`src/rtl/commit_mon_pkg.sv`:
```
// commit_monitor shared types
// state enum, trace record layout, flag bit positions
package commit_mon_pkg;

  typedef enum logic [1:0] {
    RUN,
    HALTED,
    DONE
  } state_t;

  typedef struct packed {
    logic        halt;
    logic        reg_write;
    logic        mem_read;
    logic        mem_write;
    logic [2:0]  write_reg;
    logic [15:0] write_data;
    logic [15:0] mem_addr;
    logic [15:0] mem_value;
  } trace_rec_t;

  localparam int REC_W = $bits(trace_rec_t);

  localparam int HALT_BIT      = 54;
  localparam int REG_WRITE_BIT = 53;
  localparam int MEM_READ_BIT  = 52;
  localparam int MEM_WRITE_BIT = 51;

endpackage

```
`src/rtl/trace_fifo.sv`:
```
// trace_fifo: shift-register FIFO
// entry 0 is the registered head; pop shifts down
module trace_fifo #(
  parameter int DEPTH = 8,
  parameter int WIDTH = 55
) (
  input  logic             clk,
  input  logic             rst,
  input  logic             push,
  input  logic [WIDTH-1:0] din,
  input  logic             ready,
  output logic             valid,
  output logic [WIDTH-1:0] dout,
  output logic             full,
  output logic             empty
);

  localparam int CW = $clog2(DEPTH + 1);

  logic [WIDTH-1:0] regs [DEPTH];
  logic [CW-1:0]    count;
  logic [CW-1:0]    count_next;
  logic [CW-1:0]    wi;
  logic             pop;
  logic             accept;

  assign pop    = valid & ready;
  assign full   = (count == CW'(DEPTH));
  assign empty  = (count == '0);
  assign accept = push & (~full | pop);
  assign wi     = pop ? count - 1'b1 : count;
  assign dout   = regs[0];

  // occupancy update for push, pop or both
  always_comb begin
    count_next = count;
    unique case ({accept, pop})
      2'b10:   count_next = count + 1'b1;
      2'b01:   count_next = count - 1'b1;
      default: count_next = count;
    endcase
  end

  // storage shift, write slot and registered valid
  always_ff @(posedge clk or negedge rst) begin
    if (!rst) begin
      count <= '0;
      valid <= 1'b0;
      for (int i = 0; i < DEPTH; i++) begin
        regs[i] <= '0;
      end
    end else begin
      count <= count_next;
      valid <= (count_next != '0);
      for (int i = 0; i < DEPTH - 1; i++) begin
        if (accept && wi == CW'(i)) begin
          regs[i] <= din;
        end else if (pop) begin
          regs[i] <= regs[i+1];
        end
      end
      if (accept && wi == CW'(DEPTH - 1)) begin
        regs[DEPTH-1] <= din;
      end
    end
  end

endmodule

```
`src/rtl/commit_monitor.sv`:
```
// commit_monitor: retire observer
// perf counters, trace FIFO, halt/drain FSM
module commit_monitor
  import commit_mon_pkg::*;
#(
  parameter int FIFO_DEPTH = 8,
  parameter int CNT_W      = 32
) (
  input  logic             clk,
  input  logic             rst,
  input  logic [15:0]      pc,
  input  logic [15:0]      inst,
  input  logic             reg_write,
  input  logic [2:0]       write_reg,
  input  logic [15:0]      write_data,
  input  logic             mem_read,
  input  logic             mem_write,
  input  logic [15:0]      mem_addr,
  input  logic [15:0]      mem_data_in,
  input  logic [15:0]      mem_data_out,
  input  logic             halt,
  input  logic             icache_req,
  input  logic             icache_hit,
  input  logic             dcache_req,
  input  logic             dcache_hit,
  output logic             trace_valid,
  input  logic             trace_ready,
  output logic [54:0]      trace_data,
  output logic [CNT_W-1:0] cycle_count,
  output logic [CNT_W-1:0] inst_count,
  output logic [CNT_W-1:0] icache_req_count,
  output logic [CNT_W-1:0] icache_hit_count,
  output logic [CNT_W-1:0] dcache_req_count,
  output logic [CNT_W-1:0] dcache_hit_count,
  output logic [CNT_W-1:0] drop_count,
  output logic             overflow,
  output logic             halted,
  output logic             done
);

  state_t     state;
  state_t     state_next;
  trace_rec_t rec;
  logic       run;
  logic       commit;
  logic       pop;
  logic       full;
  logic       empty;
  logic       drop;
  logic       unused_pc_inst;

  assign unused_pc_inst = ^{pc, inst};

  function automatic logic [CNT_W-1:0] sat_inc(
    input logic [CNT_W-1:0] v,
    input logic             en
  );
    return (en && v != '1) ? v + 1'b1 : v;
  endfunction

  assign run    = (state == RUN);
  assign commit = run & (halt | reg_write | mem_read | mem_write);
  assign pop    = trace_valid & trace_ready;
  assign drop   = commit & full & ~pop;

  // pack the committing instruction into a trace record
  always_comb begin
    rec            = '0;
    rec.halt       = halt;
    rec.reg_write  = reg_write;
    rec.mem_read   = mem_read;
    rec.mem_write  = mem_write;
    rec.write_reg  = write_reg;
    rec.write_data = write_data;
    rec.mem_addr   = mem_addr;
    rec.mem_value  = mem_write ? mem_data_in : mem_data_out;
  end

  trace_fifo #(
    .DEPTH (FIFO_DEPTH),
    .WIDTH (REC_W)
  ) u_fifo (
    .clk   (clk),
    .rst   (rst),
    .push  (commit),
    .din   (rec),
    .ready (trace_ready),
    .valid (trace_valid),
    .dout  (trace_data),
    .full  (full),
    .empty (empty)
  );

  // state register
  always_ff @(posedge clk or negedge rst) begin
    if (!rst) begin
      state <= RUN;
    end else begin
      state <= state_next;
    end
  end

  // halt freezes; drained buffer completes
  always_comb begin
    state_next = state;
    unique case (state)
      RUN:     if (halt)  state_next = HALTED;
      HALTED:  if (empty) state_next = DONE;
      DONE:    state_next = DONE;
      default: state_next = RUN;
    endcase
  end

  // status outputs decoded from state
  always_comb begin
    halted = 1'b0;
    done   = 1'b0;
    unique case (state)
      HALTED:  halted = 1'b1;
      DONE: begin
        halted = 1'b1;
        done   = 1'b1;
      end
      default: ;
    endcase
  end

  // saturating performance counters, live only in RUN
  always_ff @(posedge clk or negedge rst) begin
    if (!rst) begin
      cycle_count      <= '0;
      inst_count       <= '0;
      icache_req_count <= '0;
      icache_hit_count <= '0;
      dcache_req_count <= '0;
      dcache_hit_count <= '0;
      drop_count       <= '0;
      overflow         <= 1'b0;
    end else if (run) begin
      cycle_count      <= sat_inc(cycle_count, 1'b1);
      inst_count       <= sat_inc(inst_count,
                                  halt | reg_write | mem_write);
      icache_req_count <= sat_inc(icache_req_count, icache_req);
      icache_hit_count <= sat_inc(icache_hit_count, icache_hit);
      dcache_req_count <= sat_inc(dcache_req_count, dcache_req);
      dcache_hit_count <= sat_inc(dcache_hit_count, dcache_hit);
      drop_count       <= sat_inc(drop_count, drop);
      overflow         <= overflow | drop;
    end
  end

endmodule

```
`config.mk`:
```
export PLATFORM = sky130hd
export DESIGN_NAME = commit_monitor
export DESIGN_NICKNAME = d
export VERILOG_FILES = /design/src/rtl/commit_mon_pkg.sv /design/src/rtl/trace_fifo.sv /design/src/rtl/commit_monitor.sv
export SDC_FILE = /design/constraint.sdc
export NUM_CORES = 1
export LEC_CHECK = 0
export ABC_AREA = 1
export CELL_PAD_IN_SITES_DETAIL_PLACEMENT = 0
export CELL_PAD_IN_SITES_GLOBAL_PLACEMENT = 1
export CORE_ASPECT_RATIO = 0.8
export CORE_MARGIN = 2
export CORE_UTILIZATION = 45
export CTS_CLUSTER_SIZE = 12
export DETAILED_ROUTE_END_ITERATION = 8
export PLACE_DENSITY = 0.85
export SLEW_MARGIN = 5
export SYNTH_ARGS = -nofsm -noshare
export SYNTH_HDL_FRONTEND = slang
export SYNTH_SLANG_ARGS = --single-unit
```
`constraint.sdc`:
```
create_clock -name clk -period 5.6 [get_ports clk]
set_input_delay 0.56 -clock clk [delete_from_list [all_inputs] [get_ports clk]]
set_output_delay 0.56 -clock clk [all_outputs]
set_load 0.02 [all_outputs]
```
* Word level (Yosys, flattened, before mapping)
Index checks and enable logic that the tools add are counted.
** Word-level totals
- Output and inout bits :: 283
- Bits in registers :: 672
- Input bits :: 110
** Cells by class
- Eq/ne operators :: 21
- Bitwise gates (word level) :: 13
- Mux-type cells :: 22
- Reduce and logical (&&, ||, !) cells :: 34
- Add/subtract/negate cells :: 9
** Operators by type and width (count)
- 2-to-1 mux 55 bit :: 14
- adder 32 x 1 -> 32 bit, second input constant :: 7
- != test 32 bit, second input constant :: 7
- equality test 4 x 3 -> 1 bit, second input constant :: 4
- 2-to-1 mux 16 bit :: 1
- AND reduction 2 bit :: 8
- logical AND 1 bit :: 14
- nonzero test 2 bit :: 7
- equality test 4 x 2 -> 1 bit, second input constant :: 2
- zero test 4 bit :: 2
- case mux 4 bit (2 select lines) :: 1
- OR 1 bit :: 6
- case mux 2 bit (3 select lines) :: 1
- bitwise AND 1 bit :: 5
- adder 4 x 1 -> 4 bit, second input constant :: 1
- equality test 2 x 1 -> 1 bit, second input constant :: 2
- equality test 2 bit, second input constant :: 2
- equality test 4 x 1 -> 1 bit, second input constant :: 1
- equality test 4 bit, second input constant :: 1
- 2-to-1 mux 2 bit :: 2
- 2-to-1 mux 4 bit :: 1
- != test 2 bit, second input constant :: 2
- nonzero test 4 bit :: 1
- subtractor 4 x 1 -> 4 bit, second input constant :: 1
- 4 further kinds :: 6

* Logic depth before layout (Yosys ltp)
Gate-level depths: netlist of the first run.
- Depth in word-level cells :: 8
- Gate-level depth with buffers :: 13
- Gate-level depth less buffers :: 12

* Modules after synthesis
Synthesis of the first run repeated with hierarchy kept, for this count alone.
** Second synthesis, totals
- Cell total of the unflattened synthesis :: 5821
- Area total of the unflattened synthesis :: 39696.8 sq um
** Modules (own cells, without submodules)
- trace_fifo :: cells each 3422, area each 24307.1 sq um, times used 1
- commit_monitor :: cells each 2399, area each 15389.8 sq um, times used 1

* Worst setup path before layout of the first run
OpenSTA, ideal clock, no wires.
- Path kind :: reg2reg
- Start point :: register icache_req_count[0]
- End point :: register icache_req_count[14]
- Buffers on the path :: 1
- Clock period less this slack :: 2.070 ns
- Required time :: 5.483 ns
- Arrival :: 1.953 ns
- Setup time :: 0.117 ns
- Stages on the path, launching flop included :: 12
- Slack :: 3.530 ns
- Cell sequence :: dfrtp_1 -> ha_1 -> nand3_2 -> nor3_2 -> nand2_1 -> nor2_1 -> nand2_1 -> nand2_2 -> inv_2 -> buf_2 -> nand2_1 -> nand2_1
** On the way
- Word-level cells in the longest chain between the ends :: 3
** Ends and longest elaborated chain
- start: declaration :: line commit_monitor.sv:31 : output logic [CNT_W-1:0] icache_req_count,
- start signal: assignment :: line commit_monitor.sv:143 : icache_req_count <= sat_inc(icache_req_count, icache_req);
- parallel branches: the longest is 3 deep, another holds adder 32 x 1 -> 32 bit
Parallel ways; which one is timed is not known.
A chain may end at the register's enable or synchronous reset.

* Worst setup path in the final report of the first run
- Start point :: input trace_ready
- End point :: register drop_count[10]
** On the way
- Word-level cells in the longest chain between the ends :: 5
** Ends and longest elaborated chain
- start: declaration :: line commit_monitor.sv:27 : input logic trace_ready,
- bitwise AND 1 bit :: line commit_monitor.sv:63 : assign pop = trace_valid & trace_ready;
- inverter 1 bit :: line commit_monitor.sv:64 : assign drop = commit & full & ~pop;
- bitwise AND 1 bit :: line commit_monitor.sv:64
- logical AND 1 bit :: line commit_monitor.sv:58 : return (en && v != '1) ? v + 1'b1 : v;
- AND reduction 2 bit (no line)
- end signal: assignment :: line commit_monitor.sv:147 : drop_count <= sat_inc(drop_count, drop);
- end: declaration :: line commit_monitor.sv:35 : output logic [CNT_W-1:0] drop_count,
No other way between the ends.

==> results of run 1 <==
==> stage by stage <==
| step | power [mW] | instances | setup WS, ns | hold slack [ns] |
|---|---|---|---|---|
| after floorplan | 5.00 | 5580 | 3.53 | 0.264 |
| after global placement | 5.20 | 6737 | 1.42 | 0.473 |
| after detailed placement | 5.19 | 6737 | 1.39 | 0.487 |
| after CTS | 10.4 | 6872 | 1.99 | 0.500 |
| after global routing | 10.6 | 6872 | 1.63 | 0.526 |
| final | 10.2 | 6873 | 2.12 | 0.498 |
==> report_power, final <==
group | total [mW] | internal [mW] | switching (mW)
clock | 5.15 | 3.03 | 2.12
sequential | 4.86 | 4.86 | 0
combinational | 0.240 | 0.0591 | 0.181
total | 10.2 | 7.95 | 2.30
==> final timing paths <==
path | start | endpoint | depth (start not counted)
worst max-delay path | trace_ready | drop_count[10]$_DFFE_PN0P_ | 11
worst min-delay path | u_fifo.regs[52]$_DFFE_PN0P_ | u_fifo.regs[52]$_DFFE_PN0P_ | 2
worst max register to register | u_fifo.valid$_DFF_PN0_ | drop_count[10]$_DFFE_PN0P_ | 10
worst min register to register | u_fifo.regs[52]$_DFFE_PN0P_ | u_fifo.regs[52]$_DFFE_PN0P_ | 2
max in group asynchronous | rst | u_fifo.dout[37]$_DFFE_PN0P_ | 3
min in group asynchronous | rst | dcache_req_count[22]$_DFFE_PN0P_ | 2
==> critical path, stage by stage <==
cell and delay, ns:
clkdlybuf4s50_1 0.49, nand2_8 0.33, nand2_1 0.22, nor2_1 0.22, inv_2 0.08, nor2_1 0.26, nand2_1 0.53, inv_1 0.99
nand2_1 0.13, nand2_1 0.10, nand2_1 0.05
==> cells in the final DEF, fill, tap and decap left out, types with 7 or more instances in the layout <==
master	n
xor2_1	68
inv_1	568
nand2_4	8
bufinv_16	8
clkbuf_1	15
nand3b_1	56
nor2_4	7
nor2_2	7
nand2_1	2004
xnor2_1	40
o21ai_0	122
nand3_1	875
nand4_1	26
clkbuf_16	77
nor3_1	72
inv_2	7
clkinv_2	20
ha_1	12
nor2_1	656
dfrtp_1	672
buf_4	32
clkdlybuf4s50_1	359
clkbuf_8	10
==> sequential cells by signal (all words and copies together), names as in the netlist <==
signal,flops
u_fifo.valid,1
dcache_req_count,32
u_fifo.count,4
dcache_hit_count,32
drop_count,32
icache_req_count,32
state,2
inst_count,32
u_fifo.dout,55
overflow,1
cycle_count,32
icache_hit_count,32
u_fifo.regs,385
==> timing repair <==
item                                    CTS  global route
endpoints found under the setup margin    0             0
endpoints found under the hold margin    81             0
hold buffers                              1             0
==> cell families (layout without fill, tap and decap cells) <==
group / count (synthesis) / count (layout)
and+or+nand+nor: 3726 / 3726
buffers and inverters: 932 / 1109
DFF: 672 / 672
AOI/OAI and AO/OA: 130 / 130
xor gates and xnor gates: 108 / 108
adders and majority gates: 12 / 12
other: 0 / 1
==> metal layers <==
layer	track usage	vias to the layer above	part of all wire
met5	0	-	0.00030
met4	0.0525	6	0.021
met3	0.0346	147	0.047
met2	0.376	712	0.44
met1	0.357	16100	0.49
li1	-	17500	-
==> layout make-up <==
class	count	area, µm²	area share
clock buffers	102	2120	0.0479
clock inverters	32	394	0.00890
multi-input cells	3976	17400	0.393
flip-flops and latches	672	16800	0.380
well taps	1115	1400	0.0315
repair buffers	398	3960	0.0894
inverters	577	2170	0.0490
diodes	1	2.50	0.0000565
==> flow_summary.yaml, run 1 <==
run_status:
  outcome: "finished, final reports clean"
synthesis:
  synth_top_family_by_area: "simple AND/OR/NAND/NOR gates"
  synth_top_area_share: 0.441
  yosysUniqueCellTypes: 32
  synthMuxAreaShare: 0
  ys_top_cells_by_count: "nand2_1, nand3_1, dfrtp_1"
  synth_edf_count: 0
  synth_flop_cell: "dfrtp_1"
  synthesis.nets: 5702
  syn-cell-area_um2: 38100
  ys_top_cells_by_area: "dfrtp_1, nand2_1, nand3_1, nor2_1, inv_1"
  syn_avg_cell_area_um2: 6.83
  yosysMostFrequentCell: "nand2_1"
  synth_fa_ha_area_frac: 0.00394
  yosys.area_share.simple: 0.409
  synthCells: 5580
  synth_xor_xnor_area_share: 0.0248
  ys_seq_area_frac: 0.441
  synth_compound_area_frac: 0.0172
  synth_area_leader_cell: "dfrtp_1"
  yosys_warnings: 0
  async_flop_share: 1.00
  synth-seq-cells: 672
floorplan:
  core_um2: 83900
  die_y_um: 264
  die_area_um2: 87100
  rows: 95
  top_level_ports: 393
  fp.dieW_um: 329
  start_util: 0.454
clock_tree:
  cts.repair.resized: 0
  cts_tree: "done"
  clkLatencyLatePin_ns: 0.64
  cts_root_buf: "clkbuf_16"
  cts_buffer_depth: 3
  cts_setup_buffers: 0
  clock_sinks: 672
  clkTransAtPathRegs_ns: 0.06
  htreeDepth: 3
  numCtsBuffers: 76
drt:
  postRouteAntennaNets: 0
  dr.first_iter.drc_count: 2779
  vias: 34500
  wl_mm: 105
  dr.pass1.iters: 7
  vias_per_cell: 5.01
  drc: 0
  wl_per_cell_um: 15.3
final_layout:
  drive_above_1_share: 0.0351
  finalInstanceArea_um2: 44300
  area_growth_pct: 16.1
  n_fill_cell: 8331
  fin_nets: 5823
  utilization: 0.528
sta:
  drv_slew: 0
  fin_crit_ns: 3.48
  fin_skew_ns: 0.0171
  fin_tns_setup_ns: 0
  hold_violations: 0
  slew_headroom: 0.263
  min_period_over_period: 0.622
  tightest_slew_ns: 1.10
  rsz0062_at_grt: "no"
  fmax_ghz: 0.287
  finalSetupViolCount: 0
critical_path:
  path_class: "in2reg"
  reg2reg_slack_ns: 2.12
  arrival_ns: 4.00
  endpoint_kind: "register"
  cp-start-kind: "input port"
  cp_max_fo: 64
  critPathRequiredTime_ns: 6.12
global_routing:
  antenna_found_initial: 3
  overflow: 0
  grt_usage: 0.242
  grt_pass1_wl_mm: 173
  grt_pass1_vias: 31800
  grt_max_degree: 250
placement:
  gp_congestion: 0.923
  portBuffers: 360
  place_area_um2: 41700
  dp_hpwl_mm: 67.8
power_and_ir_drop:
  ir_worst_vdd_mv: 0.328
  power_leakage_nw: 20.1
  p_per_area_nw_per_um2: 232
min_path:
  hp-class: "reg2reg"
run:
  drv_cap: 0
Power figures use the tool's default switching activity.
==> run 2, diff against run 1 <==
Settings changed: CORE_UTILIZATION 45 to 38, PLACE_DENSITY 0.85 to 0.76.
Clock period 5.6 ns to 2.95 ns, I/O delays scaled along.
==> run 2 against run 1 <==
Clock power up 96%. Worst hold slack worse by 0.33 ns. Combinational power up 100%. Sequential share of layout area down 0.94 points. Non-clock buffer count up 49. Critical path depth up 1. Flip-flop and latch count unchanged. Register-to-register slack worse by 1.8 ns. Clock skew up 0.0063 ns. Critical path type is now reg2reg. Critical endpoint is now u_fifo.dout[4]$_DFFE_PN0P_.
==> flow_summary.yaml, run 2 (synthesis results as in run 1) <==
placement:
  gp_congestion: 0.912
  portBuffers: 360
  dp_hpwl_mm: 75.8
drt:
  wl_per_cell_um: 15.8
  dr.pass1.iters: 6
  vias: 34600
  drc: 0
  postRouteAntennaNets: 0
  dr.first_iter.drc_count: 2763
  wl_mm: 113
  vias_per_cell: 4.86
sta:
  hold_violations: 0
  finalSetupViolCount: 0
  fin_skew_ns: 0.0234
  rsz0062_at_grt: "no"
  slew_headroom: 0.331
  tightest_slew_ns: 1.00
  fin_crit_ns: 2.67
  fin_tns_setup_ns: 0
  min_period_over_period: 0.907
  fmax_ghz: 0.374
  drv_slew: 0
critical_path:
  rr_endpoint: "u_fifo.dout[4]$_DFFE_PN0P_"
  arrival_ns: 3.19
  reg2reg_slack_ns: 0.28
  startpoint: "u_fifo.count[0]$_DFF_PN0_"
  cp-endpoint: "u_fifo.dout[4]$_DFFE_PN0P_"
  critPathRequiredTime_ns: 3.46
  ff2ff_path_depth: 12
  cp-start-kind: "register"
  timing.rr.start: "u_fifo.count[0]$_DFF_PN0_"
  cp_max_fo: 21
  path_class: "reg2reg"
  endpoint_kind: "register"
final_layout:
  top_register: "u_fifo.regs"
  largest_reg_flops: 385
  drive_above_1_share: 0.0444
  final_cell_mix: "nand2_1, nand3_1, dfrtp_1, nor2_1, inv_1"
  utilization: 0.458
  area_growth_pct: 19.0
  fin_nets: 5876
  final_common_cell: "nand2_1"
min_path:
  hp-class: "in2async"
global_routing:
  grt_usage: 0.219
  grt_pass1_wl_mm: 181
  grt_max_degree: 211
  antenna_found_initial: 3
  overflow: 0
  grt_pass1_vias: 32200
floorplan:
  top_level_ports: 393
  die_y_um: 287
  core_um2: 99100
  fp.dieW_um: 358
  start_util: 0.385
  rows: 103
  die_area_um2: 103000
run_status:
  outcome: "finished, final reports clean"
power_and_ir_drop:
  ir_worst_vdd_mv: 0.423
  p_per_area_nw_per_um2: 437
  power_leakage_nw: 20.6
  p_total_mw: 19.8
clock_tree:
  cts_tree: "done"
  htreeDepth: 3
  cts_buffer_depth: 3
  clock_sinks: 672
  clkLatencyLatePin_ns: 0.66
  numCtsBuffers: 80
  cts_root_buf: "clkbuf_16"
  clkTransAtPathRegs_ns: 0.06
  cts_setup_buffers: 0
run:
  drv_cap: 0
-- run 2: cell count changes in the layout (fill, tap and decap cells not counted), sizes merged --
| cell | previous run | this run |
|---|---|---|
| clkbuf | 102 | 126 |
| bufinv | 8 | 3 |
| buf | 38 | 87 |
| clkinv | 23 | 16 |
| inv | 578 | 576 |
| clkinvlp | 0 | 1 |
-- run 2: area by class of cell --
type                       count  area [µm²]
fill                       10200       53700
multi-input combinational   3976       17400
sequential                   672       16800
timing repair buffer         447        4680
clock buffer                 126        2490
inverter                     577        2170
tap                         1312        1640
clock inverter                19         188
antenna                        1        2.50
-- run 2: worst min-delay path by stage --
stage / start / to / slack (ns) / cells after the start
detailed placement: rst / drop_count[27]$_DFFE_PN0P_ / 0.31 / 1
finish: rst / drop_count[27]$_DFFE_PN0P_ / 0.17 / 2
global placement: rst / drop_count[27]$_DFFE_PN0P_ / 0.30 / 1
CTS: rst / drop_count[27]$_DFFE_PN0P_ / 0.21 / 2
global route: rst / drop_count[27]$_DFFE_PN0P_ / 0.21 / 2
floorplan: rst / cycle_count[0]$_DFFE_PN0P_ / -0.0006 / 0
-- run 2: layer usage --
layer,up-vias,global-route usage,wire length (µm)
li1,17600,-,-
met1,16300,0.320,56200
met2,614,0.338,49500
met3,130,0.0363,4980
met4,6,0.0506,2150
met5,-,0,41
-- run 2: timing repair --
item	CTS	global route
hold buffers	1	0
hold endpoints to repair	49	0
gates resized for setup	0	0
-- run 2: critical path, stage by stage (launching register included) --
cell and delay, ns:
dfrtp_1 0.43, inv_1 0.15, ha_1 0.25, inv_1 0.05, nand2_1 0.07, nand2_2 0.07, o21ai_2 0.25, inv_2 0.07
nor2_2 0.41, nand2_4 0.29, buf_4 0.30, nand3_1 0.09, nand3_1 0.09
-- run 2: metrics by stage --
stage	area [µm²]	hold WS, ns	setup WS (ns)	cells
after global routing	45400	0.207	0.0933	7129
after detailed placement	42700	0.311	0.188	6983
after floorplan	38100	-0.000591	0.880	5580
after CTS	45400	0.206	0.288	7129
after global placement	42700	0.296	0.265	6983
final	45400	0.171	0.276	7130
-- run 2: where the power goes --
group	internal, mW	switching [mW]
sequential	9.22	0
combinational	0.131	0.355
clock	6.04	4.10
total	15.4	4.46
==> run 3, diff against run 2 <==
Settings changed: CAP_MARGIN set to 30, CORE_MARGIN 2 to 5.
==> run 3 against run 2 <==
First-iteration DRC count decreased by 3.7%. Sequential share of layout area about the same. Clock power about the same. Global-route usage decreased by 1.1 points. Wire length decreased by 0.63%. Flip-flop and latch count unchanged. Highest routed layer unchanged. Non-clock buffer count decreased by 6. Sequential power about the same. Maximum frequency increased by 3.4%. Final area about the same. Critical endpoint is now u_fifo.regs[65]$_DFFE_PN0P_.
==> flow_summary.yaml, run 3 (synthesis results as in run 1) <==
global_routing:
  grt_usage: 0.208
  overflow: 0
  grt_max_degree: 221
  grt_pass1_wl_mm: 182
  grt_pass1_vias: 32000
  antenna_found_initial: 5
clock_tree:
  numCtsBuffers: 79
  clkLatencyLatePin_ns: 0.65
  clkTransAtPathRegs_ns: 0.06
  clock_sinks: 672
  cts.repair.resized: 0
  cts_buffer_depth: 3
  cts_tree: "done"
  htreeDepth: 3
  cts_root_buf: "clkbuf_16"
power_and_ir_drop:
  power_frac_seq: 0.461
  p_total_mw: 20.0
  ir_worst_vdd_mv: 0.352
  p_int_mw: 15.5
  p_sw_mw: 4.55
  combPwrFrac: 0.025
  p_sw_frac: 0.227
  p_per_area_nw_per_um2: 441
  power_leakage_nw: 20.5
  p_clk_frac: 0.514
sta:
  fin_ws_ns: 0.363
  slew_headroom: 0.325
  tightest_slew_ns: 1.01
  rsz0062_at_grt: "no"
  fin_crit_ns: 2.59
  fin_hold_ws_ns: 0.190
  fin_tns_setup_ns: 0
  finalSetupViolCount: 0
  hold_violations: 0
  fin_skew_ns: 0.0145
  min_period_over_period: 0.877
  drv_slew: 0
  fmax_ghz: 0.387
placement:
  place_ws_ns: 0.262
  gp_congestion: 0.903
  portBuffers: 360
  dp_hpwl_mm: 74.4
  place_inst: 6990
  place_area_um2: 42700
floorplan:
  die_y_um: 293
  die_area_um2: 107000
  core_um2: 100000
  top_level_ports: 393
  fp.dieW_um: 364
  rows: 104
  start_util: 0.381
final_layout:
  fin_nets: 5869
  top_register: "u_fifo.regs"
  instances_no_fill: 7136
  n_fill_cell: 10300
  area_growth_pct: 19.1
  final_cell_mix: "nand2_1, nand3_1, dfrtp_1, nor2_1, inv_1"
  final_common_cell: "nand2_1"
  finalInstanceArea_um2: 45400
  largest_reg_flops: 385
  drive_above_1_share: 0.0429
  utilization: 0.454
drt:
  vias_per_cell: 4.84
  dr.pass1.iters: 6
  wl_per_cell_um: 15.7
  wl_mm: 112
  postRouteAntennaNets: 0
  drc: 0
  vias: 34500
  dr.first_iter.drc_count: 2660
critical_path:
  path_class: "reg2reg"
  cp-start-kind: "register"
  critPathRequiredTime_ns: 3.48
  cp_max_fo: 44
  arrival_ns: 3.11
  endpoint_kind: "register"
run:
  drv_cap: 0
min_path:
  hp-class: "in2async"
run_status:
  outcome: "finished, final reports clean"
[run 3: changes by cell type in the layout (fill, tap and decap cells not counted), sizes merged]
cell      change
inv           +4
clkinv        -6
clkbuf        -9
bufinv        +4
diode         +3
buf           -6
clkinvlp      +3
[run 3: area by class of cell]
type                       count  area, µm²  area share
inverter                     577       2170      0.0477
clock buffer                 117       2330      0.0513
multi-input combinational   3976      17400       0.384
timing repair buffer         441       4640       0.102
clock inverter                24        358     0.00788
tap                         1325       1660      0.0365
sequential                   672      16800       0.370
antenna                        4       10.0    0.000220
[run 3: final timing paths]
path,startpoint,endpoint,slack (ns),cells after the start
min in group clk,icache_req,icache_req_count[24]$_DFFE_PN0P_,0.35,5
hold / removal,rst,dcache_req_count[17]$_DFFE_PN0P_,0.19,2
setup / recovery,u_fifo.count[0]$_DFF_PN0_,u_fifo.regs[65]$_DFFE_PN0P_,0.36,9
hold reg to reg,u_fifo.regs[51]$_DFFE_PN0P_,u_fifo.regs[51]$_DFFE_PN0P_,0.50,2
max in group asynchronous,rst,u_fifo.regs[82]$_DFFE_PN0P_,1.67,3
setup reg to reg,u_fifo.count[0]$_DFF_PN0_,u_fifo.regs[65]$_DFFE_PN0P_,0.36,9
[run 3: what timing repair did]
item | CTS | global route
buffers inserted | 0 | 0
hold buffers | 1 | 0
endpoints found under the setup margin | 0 | 0
hold endpoints to repair | 60 | 0
[run 3: power by group through the flow]
stage               clock network [mW]  registers [mW]  logic [mW]
detailed placement                   0            9.39       0.521
finish                            10.3            9.22       0.498
CTS                               10.6            9.22       0.523
global placement                     0            9.39       0.522
floorplan                            0            9.39       0.106
global route                      11.0            9.21       0.567
[run 3: critical path, stage by stage, from the launching register on]
cell     delay [ns]
dfrtp_1        0.42
inv_1          0.12
ha_1           0.33
o21ai_0        0.33
nand3_1        0.15
nor2_1         0.32
nand2_4        0.28
buf_12         0.29
nand3_1        0.10
nand3_1        0.08
[run 3: metal layers]
| layer | wire, µm | GRT usage |
|---|---|---|
| met5 | 34 | 0 |
| met4 | 2220 | 0.0422 |
| met3 | 5870 | 0.0343 |
| met2 | 49400 | 0.325 |
| met1 | 54600 | 0.307 |
